$ cat config.mk
export PLATFORM = sky130hd
export DESIGN_NAME = filtez
export DESIGN_NICKNAME = d
export VERILOG_FILES = /design/src/rtl/filtez.sv
export SDC_FILE = /design/constraint.sdc
export NUM_CORES = 2
export LEC_CHECK = 0
export CAP_MARGIN = 20
export CORE_ASPECT_RATIO = 0.5
export CORE_MARGIN = 2
export CORE_UTILIZATION = 45
export CTS_BUF_LIST = sky130_fd_sc_hd__clkbuf_8
export DETAILED_ROUTE_END_ITERATION = 8
export GPL_TIMING_DRIVEN = 1
export HOLD_SLACK_MARGIN = 0.06
export PLACE_DENSITY_LB_ADDON = 0.2
export RECOVER_POWER = 100
export SLEW_MARGIN = 5
export SYNTH_ARGS = -nofsm -noshare
export SYNTH_HDL_FRONTEND = slang
export SYNTH_SLANG_ARGS = --single-unit
$ cat constraint.sdc
create_clock -name ap_clk -period 6.9 [get_ports ap_clk]
set_input_delay 1.035 -clock ap_clk [delete_from_list [all_inputs] [get_ports ap_clk]]
set_output_delay 1.035 -clock ap_clk [all_outputs]
set_load 0.005 [all_outputs]
$ cat src/rtl/filtez.sv
// ADPCM zero-section predictor: szl = (sum bli[i]*dlti[i], i=0..NTAPS-1) >>> SHIFT.
// Ports: ap_clk/ap_rst_n, ap_start/done/idle/ready handshake, bli/dlti read ports, ap_return.
module filtez #(
    parameter int NTAPS = 6,
    parameter int DW    = 32,
    parameter int AW    = 3,
    parameter int SHIFT = 14
) (
    input  logic          ap_clk,
    input  logic          ap_rst_n,
    input  logic          ap_start,
    output logic          ap_done,
    output logic          ap_idle,
    output logic          ap_ready,
    output logic [AW-1:0] bli_address0,
    output logic          bli_ce0,
    input  logic [DW-1:0] bli_q0,
    output logic [AW-1:0] dlti_address0,
    output logic          dlti_ce0,
    input  logic [DW-1:0] dlti_q0,
    output logic [DW-1:0] ap_return
);

    localparam int S_IDLE = 0;
    localparam int S_RD   = 1;
    localparam int S_MAC  = 2;
    localparam int S_DONE = 3;

    logic [3:0] state;
    logic [3:0] state_nxt;

    logic signed [2*DW-1:0] acc;
    logic signed [2*DW-1:0] prod;
    logic signed [2*DW-1:0] acc_nxt;
    logic        [AW-1:0]   i;
    logic                   last_tap;

    // Full-width signed product; the accumulator wraps silently.
    assign prod = $signed({{DW{bli_q0[DW-1]}}, bli_q0}) *
                  $signed({{DW{dlti_q0[DW-1]}}, dlti_q0});
    assign acc_nxt  = acc + prod;
    assign last_tap = (i == AW'(NTAPS - 1));

    // State register
    always_ff @(posedge ap_clk or negedge ap_rst_n) begin
        if (!ap_rst_n) begin
            state <= 4'b0001;
        end else begin
            state <= state_nxt;
        end
    end

    // Next-state logic
    always_comb begin
        state_nxt = 4'b0001;
        unique case (1'b1)
            state[S_IDLE]: state_nxt = ap_start ? 4'b0010 : 4'b0001;
            state[S_RD]:   state_nxt = 4'b0100;
            state[S_MAC]:  state_nxt = last_tap ? 4'b1000 : 4'b0010;
            state[S_DONE]: state_nxt = 4'b0001;
            default:       state_nxt = 4'b0001;
        endcase
    end

    // Datapath: accumulator, tap index, result register
    always_ff @(posedge ap_clk or negedge ap_rst_n) begin
        if (!ap_rst_n) begin
            acc       <= '0;
            i         <= '0;
            ap_return <= '0;
        end else begin
            if (state[S_IDLE] && ap_start) begin
                acc <= '0;
                i   <= '0;
            end
            if (state[S_MAC]) begin
                acc <= acc_nxt;
                if (last_tap) begin
                    // Arithmetic shift floors toward minus infinity.
                    ap_return <= DW'(acc_nxt >>> SHIFT);
                end else begin
                    i <= i + AW'(1);
                end
            end
        end
    end

    // Outputs decode the one-hot state only
    always_comb begin
        ap_idle       = state[S_IDLE];
        ap_done       = state[S_DONE];
        ap_ready      = state[S_DONE];
        bli_ce0       = state[S_RD];
        dlti_ce0      = state[S_RD];
        bli_address0  = state[S_RD] ? i : '0;
        dlti_address0 = state[S_RD] ? i : '0;
    end

endmodule

# ---- Word level (Yosys, flattened, before mapping)
# Cells that the tools add are included.
dict set report totals {
  register_bits 103
  output_inout_bits 43
  word_cells 20
  in_bits 67
}
dict set report op_classes {
  muxes 9
  multipliers 1
  n_reduce_logical 3
  eq_ne 1
  n_addsub 2
}
# op count
set ops {}
lappend ops {{2-to-1 mux 64 bit} 2}
lappend ops {{adder 64 bit} 1}
lappend ops {{multiplier 32 x 32 -> 64 bit} 1}
lappend ops {{2-to-1 mux 3 bit} 4}
lappend ops {{one-hot mux 4 bit (3 select lines)} 1}
lappend ops {{2-to-1 mux 4 bit} 1}
lappend ops {{adder 3 x 1 -> 3 bit (second input constant)} 1}
lappend ops {{equality test 3 bit (second input constant)} 1}
lappend ops {{2-to-1 mux 2 bit} 1}
lappend ops {{AND reduction 2 bit} 1}
lappend ops {{nonzero test 2 bit} 1}
lappend ops {{logical AND 1 bit} 1}

# ---- Depth between registers and ports, before layout
dict set report logic_depth {
  depth_word 4
  ltp_mapped 28
  ltp_nobuf 25
}

# ---- Worst setup path after synthesis
# Ideal clock, no wire load.
dict set report synth_timing {
  kind {input -> register}
  startpoint {input dlti_q0[0]}
  endpoint {register acc[45]}
  setup_time_ns 0.131
  cell_stages 25
  path_buffers 2
  t_required_ns 6.769
  setup_slack_ns -1.002
  arrival_ns 7.771
  path_cell_list {clkbuf_1 -> nand2_1 -> fa_1 -> fa_1 -> inv_1 -> fa_1 -> inv_1 -> fa_1 -> inv_1 -> fa_1 -> fa_1 -> fa_1 -> inv_1 -> fa_1 -> inv_1 -> ha_1 -> clkbuf_1 -> a21oi_1 -> nor2b_1 -> o21ai_0 -> a211o_1 -> o21a_1 -> a31oi_1 -> xnor2_1 -> o21ai_1}
}
dict set report synth_via {
  elab_chain_len 3
}
# element line
set synth_lines {}
lappend synth_lines {{start, declared} 20} ;# input logic [DW-1:0] dlti_q0,
lappend synth_lines {{multiplier 32 x 32 -> 64 bit} 39} ;# assign prod = $signed({{DW{bli_q0[DW-1]}}, bli_q0}) *
lappend synth_lines {{adder 64 bit} 41} ;# assign acc_nxt = acc + prod;
lappend synth_lines {{2-to-1 mux 64 bit} 76} ;# if (state[S_MAC]) begin
lappend synth_lines {{end signal, assigned} 77} ;# acc <= acc_nxt;
lappend synth_lines {{end, declared} 32} ;# logic signed [2*DW-1:0] acc;
# No other way between the ends.
# A chain may end at the register's enable or synchronous reset.

# ---- Worst setup path after layout
dict set report layout_timing {
  startpoint {input dlti_q0[8]}
  endpoint {register ap_return[27]}
}
dict set report layout_via {
  elab_chain_len 2
}
# element line
set layout_lines {}
lappend layout_lines {{multiplier 32 x 32 -> 64 bit} 39}
lappend layout_lines {{adder 64 bit} 41}
lappend layout_lines {{end signal, assigned} 80} ;# ap_return <= DW'(acc_nxt >>> SHIFT);
lappend layout_lines {{end, declared} 21} ;# output logic [DW-1:0] ap_return
# No other way between the ends.

==> run metrics <==
via density per instance=roughly 5.1; DR WL/cell=20.9 um; CP Max Fanout=7; count of distinct cell types in the synthesized netlist=64; Avg Cell Area, Syn=between 9 and 10 um^2; ys async rst share=1.00; # port buffers=109; first drt pass iteration count=6; Cell Area, Synth=between 0.03 and 0.04 mm^2; CP top delay family=adder cells; top-count cell post-synth=inv_1; largest net degree at the start of global routing=between 60 and 70; r2r startpoint=acc[26]$_DFFE_PN0P_; post-detail-place hpwl=about 87000 um; area grow syn2layout=29.3%; Slew Viols, Final=between 80 and 90; initial antenna violation count=9; Die Span X=389 um; area share of the leading cell type in the synthesized netlist=0.513; Post-Synthesis Cells=3673; RSZ-0062 raised after global routing=yes; Final Skew=~0.01 ns; Slew @ Worst Pin=3.05 ns; crit path launch type=input pin; Worst slew margin=-1.04; Max Clk Rate=around 130 MHz; CP Launch Point=dlti_q0[8]; core area=around 0.073 mm^2; Clock Path Buffers=2; min-delay src=ap_return[4]$_DFFE_PN0P_; final hold vios=0; failing checks=capacitance limit, slew limit, setup timing; post-layout net count=5281; final critical-path share of the clock period=1.10; area of the multi-input gates=~0.028 mm^2; Storage cell area=0.00213 mm^2; GP Congestion=0.922; synthesis-stage register bit count=85; grt met3 use=0.0773; Site Rows=70; H-tree levels=3; MaxCap Viol Count=2; number of flops mapped to enable cells by yosys=0; Clock Sinks=85; post-synth top area cell=fa_1; sequential share of the synthesized area=0.0639; layout cells sized above 1=0.260; vias in the first global route=a little under 30000; Chip Height=between 150 and 200 um; Vias=~26000; Worst Path Required=slightly above 7 ns; hold crit path type=register to register; I/O pin count=110; Ys Warns=0; Critical Path AT=around 7.9 ns; M2 GR Usage=0.439; Tot GR Track Use=0.298; Final Setup Violations=64; final setup margin=-0.707 ns; Initial Utilization=0.455; Final min period=between 7 and 8 ns; met1 global-route usage=0.444; slowest stage delay, CP=about 0.55 ns; run status=complete, but fails checks; syn nets=4775; Top FF cell, synth=dfrtp_1; CTS clk-pin slew, worst paths=roughly 0.10 ns; Setup crit end kind=register; Total Wirelength=about 110000 um; grt peak-use layer=met1; fill count=around 6200; root buffer cell=clkbuf_8; die area=about 0.076 mm^2; cts hold-fix bufs=0; Area contributors post-synth=fa_1, inv_1, and2_1, ha_1, dfrtp_1; DR iter-0 viols=2008; hold slack final=0.487 ns; residual overflow from global routing=0; Setup Crit Path Kind=input pin to register; Clock Latency Late Sink=between 0.4 and 0.5 ns; fin area=roughly 0.043 mm^2; Crit path top cell by count=fa_1; placed cell area=0.0390 mm^2; number of buffers created by CTS=9; CTS tree=built; ANT nets after route=0; crit path max-delay cell type=fa_2; global-route wire length before repair=171000 um; Post-synth top cells=inv_1, fa_1, nand2_1; number of remaining DRC errors=0; post-layout util=0.589; buffers and inverters on the worst path=9
sequential cells by signal, summed over array words and instances, names as in the netlist:
signal and count:
ap_return 32, state 4, i 3, acc 46
worst register-to-register path, cell delays in order (launching register included):
cell	delay, ns
dfrtp_1	0.39
inv_1	0.19
fa_1	0.45
fa_1	0.56
fa_2	0.48
fa_1	0.54
inv_2	0.04
fa_1	0.54
fa_2	0.49
fa_1	0.52
inv_2	0.04
fa_2	0.55
inv_2	0.06
ha_4	0.29
buf_6	0.11
nand3_4	0.08
nor4_4	0.31
nand2_2	0.14
a211oi_4	0.18
buf_6	0.14
o21ai_4	0.08
buf_6	0.15
o31ai_4	0.28
xnor2_2	0.17
o21ai_1	0.10
path summary, 6_finish.rpt:
check / to / slack (ns) / depth (start not counted)
min in group asynchronous: ap_return[3]$_DFFE_PN0P_ / 1.16 / 1
min reg2reg: ap_return[4]$_DFFE_PN0P_ / 0.49 / 2
max reg2reg: ap_return[27]$_DFFE_PN0P_ / -0.11 / 24
max: ap_return[27]$_DFFE_PN0P_ / -0.71 / 27
min: ap_return[4]$_DFFE_PN0P_ / 0.49 / 2
max in group asynchronous: ap_return[17]$_DFFE_PN0P_ / 2.02 / 2
through the flow:
stage               TNS [ns]  setup slack [ns]  instances
floorplan              -6.44            -0.388       3673
global placement      -85.38             -1.71       4966
detailed placement    -86.15             -1.64       4966
CTS                   -23.16            -0.593       5125
global route          -43.47            -0.896       5158
finish                -28.65            -0.707       5158
logic make-up (layout without fill, tap and decap cells):
logic type / count (synthesis) / in the layout / share of synthesized area
buffers and inverters: 1183 / 1694 / 0.134
AND/OR/NAND/NOR: 1074 / 1074 / 0.158
adder cells (fa/ha/maj): 1035 / 1035 / 0.581
AO/OA/AOI/OAI: 210 / 210 / 0.0396
flip-flops: 85 / 85 / 0.0639
XOR/XNOR: 84 / 84 / 0.0225
multiplexers: 2 / 2 / 0.000601
other: 0 / 2 / 0
cell type report:
type | instances | share of cell area
flip-flops and latches | 85 | 0.0494
inverters | 987 | 0.0864
diodes | 2 | 0.000116
well taps | 972 | 0.0282
clock buffers | 10 | 0.00320
multi-input cells | 2405 | 0.661
clock inverters | 6 | 0.00177
repair buffers | 691 | 0.170
metal layers:
metal	wire, um	vias to the layer above
li1	-	11462
met1	49400	13556
met2	45700	1003
met3	10400	125
met4	2290	6
met5	92	-
cells in the final DEF, fill, tap and decap left out, types with 50 or more instances in the layout:
cell type  netlist  layout
xnor2_1         61      50
fa_2             0      96
and2_4           0      75
inv_2            0      87
dfrtp_1         84      84
buf_4            5     369
inv_1          987     894
fa_1           853     757
ha_1           182     146
nand2_1        546     513
and2_1         404     326
buf_6            0     119
buf_12           0      68
timing repair:
item                       CTS  global route
setup endpoints to repair   65            64
resized for setup          671           210
pin swaps                  279           165
gates cloned                27             1
buffers inserted           120            39
Power is not shown: default switching activity piles up to over one toggle a cycle in this logic, so the estimate is an artifact.
